### config.mk
export PLATFORM = sky130hd
export DESIGN_NAME = result_uart_tx
export DESIGN_NICKNAME = d
export VERILOG_FILES = /design/src/rtl/result_uart_tx.sv
export SDC_FILE = /design/constraint.sdc
export NUM_CORES = 1
export LEC_CHECK = 0
export ABC_AREA = 1
export CELL_PAD_IN_SITES_DETAIL_PLACEMENT = 0
export CELL_PAD_IN_SITES_GLOBAL_PLACEMENT = 2
export CORE_AREA = 4 4 127 105
export CTS_CLUSTER_SIZE = 30
export DETAILED_ROUTE_END_ITERATION = 10
export DIE_AREA = 0 0 131 109
export DONT_BUFFER_PORTS = 1
export MAX_ROUTING_LAYER = met4
export PLACE_DENSITY_LB_ADDON = 0.1
export SYNTH_ARGS = -nofsm -noshare
export SYNTH_HDL_FRONTEND = slang
export SYNTH_SLANG_ARGS = --single-unit
### constraint.sdc
create_clock -name clk -period 2.15 [get_ports clk]
set_input_delay 0.43 -clock clk [delete_from_list [all_inputs] [get_ports clk]]
set_output_delay 0.43 -clock clk [all_outputs]
set_load 0.005 [all_outputs]
### src/rtl/result_uart_tx.sv
// Walks the stored lap results and sends each one as a 12-character ASCII line
// ("i dd:dd.dd\r\n") on an 8N1 UART pin.
module result_uart_tx #(
  parameter int CLKS_PER_BIT = 434,
  parameter int ADDR_W       = 4,
  parameter int DATA_W       = 24
) (
  input  logic              clk,
  input  logic              reset,
  input  logic              dump,
  input  logic [ADDR_W:0]   n_results,
  output logic [ADDR_W-1:0] rd_addr,
  input  logic [DATA_W-1:0] rd_data,
  output logic              tx,
  output logic              busy,
  output logic              done
);

  localparam int BAUD_W = (CLKS_PER_BIT > 2) ? $clog2(CLKS_PER_BIT) : 1;
  localparam logic [BAUD_W-1:0] BAUD_LAST = BAUD_W'(CLKS_PER_BIT - 1);
  localparam logic [BAUD_W-1:0] BAUD_STOP = BAUD_W'(CLKS_PER_BIT - 2);

  typedef enum logic [2:0] {
    S_IDLE  = 3'd0,
    S_ADDR  = 3'd1,
    S_LATCH = 3'd2,
    S_LOAD  = 3'd3,
    S_SHIFT = 3'd4,
    S_FIN   = 3'd5
  } state_t;

  state_t              state, state_nxt;
  logic [BAUD_W-1:0]   baud_cnt;
  logic [3:0]          bit_cnt;
  logic [3:0]          char_idx;
  logic [ADDR_W-1:0]   idx;
  logic [ADDR_W:0]     count_q;
  logic [DATA_W-1:0]   line_q;
  logic [9:0]          shreg;
  logic [7:0]          char_cur;
  logic                bit_end;
  logic                frame_end;
  logic                last_char;
  logic                more_recs;

  function automatic logic [7:0] hex_ascii(input logic [3:0] v);
    return (v < 4'd10) ? (8'h30 + {4'h0, v}) : (8'h37 + {4'h0, v});
  endfunction

  assign rd_addr   = idx;
  assign bit_end   = (baud_cnt == BAUD_LAST);
  // The stop bit ends one clock early in SHIFT; the following LOAD (or FIN/ADDR)
  // cycle idles high and completes it, so characters stay back to back.
  assign frame_end = (bit_cnt == 4'd9) && (baud_cnt == BAUD_STOP);
  assign last_char = (char_idx == 4'd11);
  assign more_recs = ((ADDR_W+1)'(idx) + (ADDR_W+1)'(1)) < count_q;

  always_comb begin
    char_cur = 8'h0A;
    case (char_idx)
      4'd0:    char_cur = hex_ascii(4'(idx));
      4'd1:    char_cur = 8'h20;
      4'd2:    char_cur = hex_ascii(line_q[23:20]);
      4'd3:    char_cur = hex_ascii(line_q[19:16]);
      4'd4:    char_cur = 8'h3A;
      4'd5:    char_cur = hex_ascii(line_q[15:12]);
      4'd6:    char_cur = hex_ascii(line_q[11:8]);
      4'd7:    char_cur = 8'h2E;
      4'd8:    char_cur = hex_ascii(line_q[7:4]);
      4'd9:    char_cur = hex_ascii(line_q[3:0]);
      4'd10:   char_cur = 8'h0D;
      default: char_cur = 8'h0A;
    endcase
  end

  always_ff @(posedge clk or posedge reset) begin
    if (reset) state <= S_IDLE;
    else       state <= state_nxt;
  end

  always_comb begin
    state_nxt = state;
    case (state)
      S_IDLE:  if (dump) state_nxt = (n_results == '0) ? S_FIN : S_ADDR;
      S_ADDR:  state_nxt = S_LATCH;
      S_LATCH: state_nxt = S_LOAD;
      S_LOAD:  state_nxt = S_SHIFT;
      S_SHIFT: begin
        if (frame_end) begin
          if (!last_char)     state_nxt = S_LOAD;
          else if (more_recs) state_nxt = S_ADDR;
          else                state_nxt = S_FIN;
        end
      end
      S_FIN:   state_nxt = S_IDLE;
      default: state_nxt = S_IDLE;
    endcase
  end

  always_comb begin
    tx   = 1'b1;
    busy = 1'b0;
    done = 1'b0;
    case (state)
      S_ADDR, S_LATCH, S_LOAD: busy = 1'b1;
      S_SHIFT: begin
        busy = 1'b1;
        tx   = shreg[0];
      end
      S_FIN:   done = 1'b1;
      default: ;
    endcase
  end

  always_ff @(posedge clk or posedge reset) begin
    if (reset) begin
      baud_cnt <= '0;
      bit_cnt  <= '0;
      char_idx <= '0;
      idx      <= '0;
      count_q  <= '0;
      line_q   <= '0;
      shreg    <= '1;
    end else begin
      case (state)
        S_IDLE: begin
          if (dump && (n_results != '0)) begin
            count_q <= n_results;
            idx     <= '0;
          end
        end
        S_LATCH: begin
          line_q   <= rd_data;
          char_idx <= '0;
        end
        S_LOAD: begin
          shreg    <= {1'b1, char_cur, 1'b0};
          bit_cnt  <= '0;
          baud_cnt <= '0;
        end
        S_SHIFT: begin
          if (frame_end) begin
            if (!last_char)     char_idx <= char_idx + 4'd1;
            else if (more_recs) idx      <= idx + 1'b1;
          end else if (bit_end) begin
            baud_cnt <= '0;
            bit_cnt  <= bit_cnt + 4'd1;
            shreg    <= {1'b1, shreg[9:1]};
          end else begin
            baud_cnt <= baud_cnt + 1'b1;
          end
        end
        default: ;
      endcase
    end
  end

endmodule
==> impl_metrics.py <==
metrics = {
    "critical_path": {
        "cp.arrival_ns": 1.53,
        "cp-start-kind": "flip-flop",
        "path_class": "reg -> out",
        "startpoint": "state[0]$_DFFE_PP0P_",
        "r2r_setup_slack_ns": 0.20,
        "rr_endpoint": "rd_addr[2]$_DFFE_PP0P_",
        "required_ns": 1.72,
        "reg2reg_from": "rd_addr[0]$_DFFE_PP0P_",
        "crit_end": "tx",
        "critPathCaptureType": "primary output",
        "r2r_cells": 12,
        "worstPathMaxFanout": 14,
    },
    "global_route": {
        "grt-ovfl-total": 0,
        "first_global_vias": 3695,
        "grt_pass1_wl_um": 18000,
        "antenna_found_initial": 0,
        "grt_max_degree": 29,
        "grtUsageTotal": 0.167,
    },
    "die": {
        "initial_core_util": 0.354,
        "die_h_um": 109,
        "die_area_sq_um": 14300,
        "rows": 36,
        "die_w_um": 131,
        "coreArea_sq_um": 12000,
        "num_io_pins": 39,
    },
    "cells_and_area": {
        "layout_common_cells": "197 x nand2_1, 81 x inv_1, 71 x nor2_1",
        "mostFrequentLayoutCell": "nand2_1",
        "nFillCells": 1294,
        "n_antenna_cell": 0,
        "fin_nets": 684,
        "syn2layout_area_growth_pct": 12.7,
        "drive_gt1_frac": 0.0912,
        "fin_cells": 788,
    },
    "synthesis": {
        "syn_avg_cell_area_sq_um": 6.81,
        "yosysUniqueCellTypes": 33,
        "syn_nets": 677,
        "ys_async_sr_fraction": 1.00,
        "ys_ff_latch": 62,
        "synth_top_cell_by_area": "dfrtp_1",
        "synth_area_leaders": "dfrtp_1 31%, nand2_1 18%, inv_1 7.2%",
        "synth_edf_count": 0,
        "ys_warn_count": 0,
        "synthesis.instances": 624,
        "synth_top_area_frac": 0.312,
        "synth_flop_cell": "dfrtp_1",
        "synthesis.area_sq_um": 4250,
        "yosysSeqAreaShare": 0.368,
    },
    "placement": {
        "dp_cells": 772,
        "place_hpwl_um": 8240,
        "place_congestion": 0.824,
        "io_buffers": 0,
    },
    "pwr": {
        "ir_drop_v": 0.000480,
        "p_leak_nw": 2.52,
        "power_density_nw_per_um2": 619,
    },
    "routing": {
        "drc_errors": 0,
        "finalWirelength_um": 10700,
        "via_per_inst": 4.83,
        "drtIter0Drc": 224,
        "dr.pass1.iters": 4,
        "avgRoutedWirePerCell_um": 13.6,
        "num_vias": 3805,
        "ant_nets": 0,
    },
    "clock_network": {
        "clock_path_buffers": 2,
        "cts_sinks": 62,
        "tritoncts": "built",
        "htreeDepth": 3,
        "clk_pin_slew_ns": 0.05,
        "cts_hold_buf": 0,
        "cts_buffers": 9,
        "root_buffer": "clkbuf_16",
        "postCtsSetupBuffers": 0,
        "clock_latency_ns": 0.34,
    },
    "sta": {
        "whs_ns": 0.000807,
        "tightestPinTransition_ns": 0.495,
        "hold_viol": 0,
        "finalSetupViolCount": 0,
        "fmax_mhz": 510,
        "maxSlewViolCount": 0,
        "fin_crit_sh": 0.912,
        "finalCriticalPeriod_ns": 1.96,
        "maxSlewHeadroom": 0.667,
        "fin_worst_skew_ns": 0.00760,
    },
    "status": {
        "status": "finished, final reports clean",
    },
    "run": {
        "cap_violations": 0,
    },
    "hold_path": {
        "hold_class": "in -> async",
    },
}
-- where the power goes --
group          total (W)  internal [W]  switching (W)
combinational   0.000141     0.0000437      0.0000972
sequential       0.00121       0.00119      0.0000159
clock            0.00162       0.00107       0.000546
-- cell type report --
type | count | area (sq um) | share of cell area
Multi-Input combinational cell | 462 | 2300 | 0.480
Clock inverter | 4 | 70.1 | 0.0146
Sequential cell | 62 | 1560 | 0.326
Clock buffer | 12 | 256 | 0.0535
Timing Repair Buffer | 9 | 80.1 | 0.0167
Tap cell | 152 | 190 | 0.0397
Inverter | 87 | 332 | 0.0692
-- cells by family after synthesis --
kind of cell	after synthesis	synth area share
AO/OA/AOI/OAI	69	0.0883
multiplexers	1	0.00265
XOR/XNOR	12	0.0247
flip-flops	62	0.368
buffers and inverters	100	0.0948
adder cells (fa/ha/maj)	21	0.0618
AND/OR/NAND/NOR	359	0.360
-- routing by layer --
metal	global-route usage	wire, um	part of all wire	vias to the layer above
met5	-	0	0	-
met1	0.242	5740	0.54	1734
met4	0.0411	105	0.0098	0
met3	0.0500	491	0.046	10
li1	-	-	-	1996
met2	0.227	4350	0.41	65
-- sequential cells by signal, summed over array words and instances (netlist names) --
register / count
baud_cnt: 9
count_q: 5
line_q: 24
char_idx: 4
bit_cnt: 4
state: 3
rd_addr: 4
shreg: 9
-- how the worst min path moves through the flow --
stage	end	slack, ns	cells past startpoint	startpoint
floorplan	shreg[2]$_DFFE_PP1P_	0.45	2	shreg[2]$_DFFE_PP1P_
global placement	char_idx[0]$_DFFE_PP0P_	0.37	1	reset
detailed placement	char_idx[1]$_DFFE_PP0P_	0.38	1	reset
CTS	char_idx[1]$_DFFE_PP0P_	0.007	1	reset
global route	char_idx[0]$_DFFE_PP0P_	0.02	1	reset
finish	char_idx[1]$_DFFE_PP0P_	0.0008	1	reset
-- metrics by stage --
| stage | cell area (sq um) | setup WS [ns] | total power [W] | util | TNS (ns) |
|---|---|---|---|---|---|
| after global placement | 4450 | 0.198 | 0.00137 | 0.370 | 0 |
| after floorplan | 4250 | 0.193 | 0.00133 | - | 0 |
| after global routing | 4790 | -0.000193 | 0.00311 | 0.399 | -0.000193 |
| after CTS | 4780 | 0.0425 | 0.00303 | 0.397 | 0 |
| final | 4790 | 0.188 | 0.00297 | 0.399 | 0 |
| after detailed placement | 4450 | 0.181 | 0.00137 | 0.370 | 0 |
-- cells in the mapped netlist (2+ instances only) --
cell	instances
or2_2	2
nand3b_1	5
nor2_1	71
nand4_1	12
o22ai_1	3
buf_2	4
o21ai_1	10
dfstp_2	9
o21ai_0	16
nand3_2	2
xor2_1	12
nor3_1	5
nand2_4	2
buf_6	3
nand2_2	3
o211ai_1	2
inv_1	82
nand3_1	54
clkbuf_1	6
nand2_1	199
dfrtp_1	53
nor2_2	2
ha_1	21
inv_2	5
a21oi_1	33
-- worst max-delay path, cell delays in order (launching register included) --
cell	delay (ns)
dfrtp_1	0.42
nor2_2	0.18
nand2_2	0.13
clkinv_4	0.15
buf_4	0.22
nand2_1	0.09
-- what timing repair did --
action | 4_1_cts | 5_1_grt
gates resized for setup | 1 | 5
hold endpoints to repair | 0 | 0
endpoints found under the setup margin | 1 | 6
Note: power is estimated with default switching activity, not from simulation.
